===== config.mk =====
export PLATFORM = sky130hd
export DESIGN_NAME = inst_fetch
export DESIGN_NICKNAME = d
export VERILOG_FILES = /design/src/rtl/cpu_pkg.sv /design/src/rtl/sync_fifo.sv /design/src/rtl/inst_fetch.sv
export SDC_FILE = /design/constraint.sdc
export NUM_CORES = 1
export LEC_CHECK = 0
export CORE_MARGIN = 2
export CORE_UTILIZATION = 55
export DETAILED_ROUTE_END_ITERATION = 7
export PLACE_DENSITY = 0.79
export SYNTH_ARGS = -nofsm -noshare
export SYNTH_HDL_FRONTEND = slang
export SYNTH_HIERARCHICAL = 1
export SYNTH_SLANG_ARGS = --single-unit
export TNS_END_PERCENT = 10

===== constraint.sdc =====
create_clock -name clk -period 3.8 [get_ports clk]
set_input_delay 0.76 -clock clk [delete_from_list [all_inputs] [get_ports clk]]
set_output_delay 0.76 -clock clk [all_outputs]
set_load 0.01 [all_outputs]

===== src/rtl/cpu_pkg.sv =====
// Shared CPU constants and the fetch-stage FSM encoding, used by inst_fetch,
// pc_unit and inst_dec.
package cpu_pkg;

  localparam int CPU_AW = 16;
  localparam int CPU_DW = 16;
  localparam logic [CPU_AW-1:0] CPU_RESET_PC = 16'h0000;

  typedef enum logic [1:0] {
    IDLE  = 2'd0,
    FETCH = 2'd1,
    FULL  = 2'd2,
    FLUSH = 2'd3
  } fetch_state_e;

endpackage


===== src/rtl/sync_fifo.sv =====
// Prefetch queue: DEPTH entries (power of two), synchronous active-low reset,
// single-cycle clear. Push and pop in the same cycle are both honoured.
module sync_fifo #(
  parameter int DEPTH = 4,
  parameter int W     = 32,
  localparam int PW   = $clog2(DEPTH),
  localparam int CW   = PW + 1
) (
  input  logic          clk,
  input  logic          reset,
  input  logic          clear,
  input  logic          push,
  input  logic          pop,
  input  logic [W-1:0]  wdata,
  output logic [W-1:0]  rdata,
  output logic [CW-1:0] count
);

  logic [W-1:0]  mem [DEPTH];
  logic [PW-1:0] wr_ptr, rd_ptr;
  logic          do_pop;

  // Popping an empty queue is a no-op.
  assign do_pop = pop && (count != '0);
  assign rdata  = mem[rd_ptr];

  always_ff @(posedge clk) begin
    if (!reset || clear) begin
      wr_ptr <= '0;
      rd_ptr <= '0;
      count  <= '0;
    end else begin
      if (push)   wr_ptr <= wr_ptr + 1'b1;
      if (do_pop) rd_ptr <= rd_ptr + 1'b1;
      count <= count + CW'(push) - CW'(do_pop);
    end
  end

  always_ff @(posedge clk) begin
    if (reset && !clear && push) mem[wr_ptr] <= wdata;
  end

endmodule


===== src/rtl/inst_fetch.sv =====
// Instruction fetch stage: fetch pointer, credit-limited RAM reads, prefetch queue.
// Optional perf counters (stall_cnt, flush_cnt) when INST_FETCH_PERF_EN is defined.
module inst_fetch
  import cpu_pkg::*;
#(
  parameter int            DEPTH    = 4,
  parameter int            AW       = CPU_AW,
  parameter int            DW       = CPU_DW,
  parameter logic [AW-1:0] RESET_PC = AW'(CPU_RESET_PC),
  localparam int           CW       = $clog2(DEPTH) + 1
) (
  input  logic          clk,
  input  logic          reset,
  input  logic          en,
  input  logic          redirect,
  input  logic [AW-1:0] redirect_pc,
  output logic          mem_re,
  output logic [AW-1:0] mem_addr,
  input  logic [DW-1:0] mem_rdata,
  output logic [DW-1:0] instr,
  output logic [AW-1:0] instr_pc,
  output logic          instr_valid,
  input  logic          instr_ready,
  output logic [CW-1:0] count
`ifdef INST_FETCH_PERF_EN
  ,
  output logic [15:0]   stall_cnt,
  output logic [15:0]   flush_cnt
`endif
);

  fetch_state_e     state, state_d;
  logic [AW-1:0]    pc, inflight_pc;
  logic             inflight;
  logic             push, pop;
  logic [AW+DW-1:0] head;
  logic [CW:0]      occ_next;

  assign mem_re      = (state == FETCH);
  assign mem_addr    = pc;
  assign push        = inflight;
  assign instr_valid = (count != '0);
  assign pop         = instr_valid && instr_ready;
  assign instr       = instr_valid ? head[DW-1:0] : '0;
  assign instr_pc    = instr_valid ? head[AW+DW-1:DW] : '0;

  sync_fifo #(.DEPTH(DEPTH), .W(AW+DW)) u_fifo (
    .clk   (clk),
    .reset (reset),
    .clear (redirect),
    .push  (push),
    .pop   (pop),
    .wdata ({inflight_pc, mem_rdata}),
    .rdata (head),
    .count (count)
  );

  // Next-cycle occupancy including the read that will be in flight; a read is
  // only allowed when this leaves room, so a returning push can never overflow.
  always_comb begin
    occ_next = (CW+1)'(count) + (CW+1)'(push) + (CW+1)'(mem_re) - (CW+1)'(pop);
    state_d  = state;
    if (redirect)                         state_d = FLUSH;
    else if (!en)                         state_d = IDLE;
    else if (occ_next >= (CW+1)'(DEPTH))  state_d = FULL;
    else                                  state_d = FETCH;
  end

  always_ff @(posedge clk) begin
    if (!reset) state <= IDLE;
    else        state <= state_d;
  end

  always_ff @(posedge clk) begin
    if (!reset) begin
      pc          <= RESET_PC;
      inflight    <= 1'b0;
      inflight_pc <= '0;
    end else if (redirect) begin
      pc       <= redirect_pc;
      inflight <= 1'b0;
    end else begin
      inflight <= mem_re;
      if (mem_re) begin
        inflight_pc <= pc;
        pc          <= pc + 1'b1;
      end
    end
  end

`ifdef INST_FETCH_PERF_EN
  always_ff @(posedge clk) begin
    if (!reset) begin
      stall_cnt <= '0;
      flush_cnt <= '0;
    end else begin
      if (instr_ready && !instr_valid && stall_cnt != 16'hFFFF) stall_cnt <= stall_cnt + 1'b1;
      if (redirect && flush_cnt != 16'hFFFF)                    flush_cnt <= flush_cnt + 1'b1;
    end
  end
`endif

endmodule

==> summary.txt <==
wire length per cell = 18.00 um
delay-heaviest family, CP = buffers and inverters
clock buffer depth = 2
XOR/XNOR Fraction of Synth Area = 2.075%
port buffer count = 89
vias = 4004
Yosys cell types = 44
Root Buffer = clkbuf_16
met1 Usage GRT = 25.99%
CTS resizes = 0
HPWL Detailed = 8373 um
setup_tns = 0 ns
Clock Sink Count = 172
Synth Warn # = 6
R2R depth = 10
CP startpoint kind = flip-flop
area fraction in compound gates after synthesis = 4.699%
Nets = 601
Global Route met2 Usage = 34.75%
IO Count = 90
multiplexer area fraction after synthesis = 11.17%
post-synthesis sequential area ratio = 66.96%
post-route insts no fill = 737
Die Span Y = 117.3 um
hold crit path type = flip-flop to flip-flop
largest family of logic cells by synthesized area = multiplexers
hold_buf cts = 0
worst skew pair latency = 0.42 ns
RSZ-0062 raised after global routing = no
Final Hold Fails = 0
Hold Crit Start = u_fifo/rd_ptr[1]
global-route wire length before repair = 20740 um
max-cap violations = 0
postcts setup bufs = 0
CTS tree = yes
Worst EP required = 3.04 ns
vias per cell = 5.433
# diodes = 0
Period minus WS final = 3.311 ns
Worst Path Buf+Inv = 2
Syn Inst Count = 450
prevailing post-synth register cell = edfxtp_1
Crit path arrival time = 2.55 ns
Synth area leader = edfxtp_1
routability cong. = 0.8108
LEAKAGE = 2.892 nW
crit path capture type = output port
row cnt = 41
overall power = 4.125 mW
clk slew on worst S/H paths = 0.06 ns
grt peak-use layer = met2
Post-synth top cells = 128 x edfxtp_1, 44 x dfxtp_1, 43 x nand2_1
Yosys reg bits = 172
initial antenna violation count = 0
Layout area overhead = 24.60%
largest net degree at the start of global routing = 43
Net Count, Synth = 499
die area = 13750 um2
achievable frequency = 302.1 MHz
top post-synthesis cells by area = edfxtp_1 54%, dfxtp_1 12%, mux4_2 9.6%
CTS buffer count = 17
First-pass DRT Iterations = 4
Critical-path top delay cell = dfxtp_2
All-Layer GR Usage = 20.44%
Routed WL = 13270 um
Post-synth EDFFs = 128
syn_area_per_cell = 15.68 um2
worst clock skew = 0.008109 ns
final worst slack = 0.4894 ns
RR Startpoint = u_fifo/count[2]
RR Endpoint = u_fifo/count[2]
crit-path max cell delay = 0.62 ns
most frequent cell after synthesis = edfxtp_1
area share of and/or/nand/nor cells after synthesis = 10.05%
core area = 12570 um2
Synth top area share = 54.48%
Die Span X = 117.3 um
met3 Usage GRT = 5.201%
worst reg2reg setup slack = 1.31 ns
crit-path cells = buf_4, mux4_2, nor2b_1, clkdlybuf4s50_1
vias in the first global route = 4100
Worst-Margin Slew = 0.5030 ns
post-synthesis cell area = 7056 um2
CP Class = flip-flop to output port
Rel. slew slack = 66.39%
share of cells above drive strength 1 = 14.87%
final setup violation count = 0
CP max FO = 14
starting density of the core = 56.14%
H-tree levels = 4
Async S/R FF share, synth = 0%
grt ovf = 0
final antenna-violating net count = 0
peak supply drop = 0.0003310 V
Iter 0 DRT Violations = 348
worst slack at placement = 0.8929 ns
Post-Synth Adder-Cell Area = 2.234%
Power per Cell Area = 469.2 nW/um2
hold path cells = 2
status = completed
DRC Markers = 0
Inst Count DP = 705
max-slew violation count = 0
crit share post-route = 87.12%
cell type report:
class / instances / area, um2
well taps: 172 / 215.2
fillers: 845 / 3777
clock buffers: 21 / 470.5
flip-flops and latches: 172 / 4726
multi-input cells: 242 / 2138
clock inverters: 11 / 188.9
repair buffers: 102 / 988.4
inverters: 17 / 63.81
report_power, final:
group | leakage [nW] | internal (mW) | total (mW) | switching [mW]
clock | 0.321 | 1.22 | 1.89 | 0.676
combinational | 1.10 | 0.0945 | 0.169 | 0.0750
sequential | 1.47 | 2.03 | 2.06 | 0.0310
total | 2.89 | 3.34 | 4.12 | 0.782
worst reg2reg max path, delay by kind of cell, from the launching register on:
| family | cells | cell delay [ns] |
|---|---|---|
| xor+xnor | 1 | 0.20 |
| buf+inv | 2 | 0.39 |
| simple gates | 3 | 0.38 |
| flops | 1 | 0.41 |
| compound gates | 1 | 0.17 |
| fa+ha+maj | 3 | 0.85 |
flip-flops by register name, summed over array words and instances (netlist names), named ones only:
name and count:
u_fifo/wr_ptr 2, u_fifo/mem 128, u_fifo/count 3, inflight 1, u_fifo/rd_ptr 2, state 2, inflight_pc 16, mem_addr 16
worst max path at each step:
stage	startpoint	to	depth (start not counted)
after floorplan	u_fifo/count[2]	u_fifo/count[2]	10
after global placement	flip-flop	instr_pc[12]	4
after detailed placement	flip-flop	instr_pc[11]	4
after CTS	flip-flop	instr_pc[11]	4
after global routing	flip-flop	instr_pc[11]	4
final	flip-flop	instr_pc[11]	4
logic make-up after synthesis:
kind of cell | Yosys count
xor gates and xnor gates | 15
AOI/OAI and AO/OA | 48
buffers and inverters | 36
muxes | 38
DFF | 172
adders and majority gates | 12
and+or+nand+nor | 129
through the flow:
step | util, % | hold WS [ns] | cell area [um2]
2_1_floorplan | - | 0.4600 | 7056
3_3_place_gp | 64.70 | 0.4756 | 8132
3_5_place_dp | 64.70 | 0.4957 | 8132
4_1_cts | 69.95 | 0.5096 | 8791
5_1_grt | 69.95 | 0.5354 | 8791
6_report | 69.95 | 0.5093 | 8791
per-layer routing:
metal / vias to the layer above / part of all wire (%)
met5: - / 0
met2: 132 / 52
met1: 1962 / 42
met3: 15 / 5.4
li1: 1895 / -
met4: 0 / 1.1
cell usage in the layout, fill, tap and decap left out, types with 4 or more instances in the layout:
master / instances
clkdlybuf4s50_1: 89
xnor2_1: 10
nand2b_1: 5
and3_1: 7
nand3_1: 4
ha_1: 11
bufinv_16: 5
dfxtp_1: 43
nor4_1: 5
nand2_1: 43
o21ai_0: 11
a21oi_1: 10
clkbuf_16: 17
nand4_1: 4
o211a_1: 5
nor2b_1: 35
buf_4: 13
edfxtp_1: 128
xor2_1: 4
mux4_2: 30
a21boi_0: 15
inv_1: 16
nor2_1: 8
mux2i_1: 6
No activity file was read; power rests on OpenSTA's default activity.
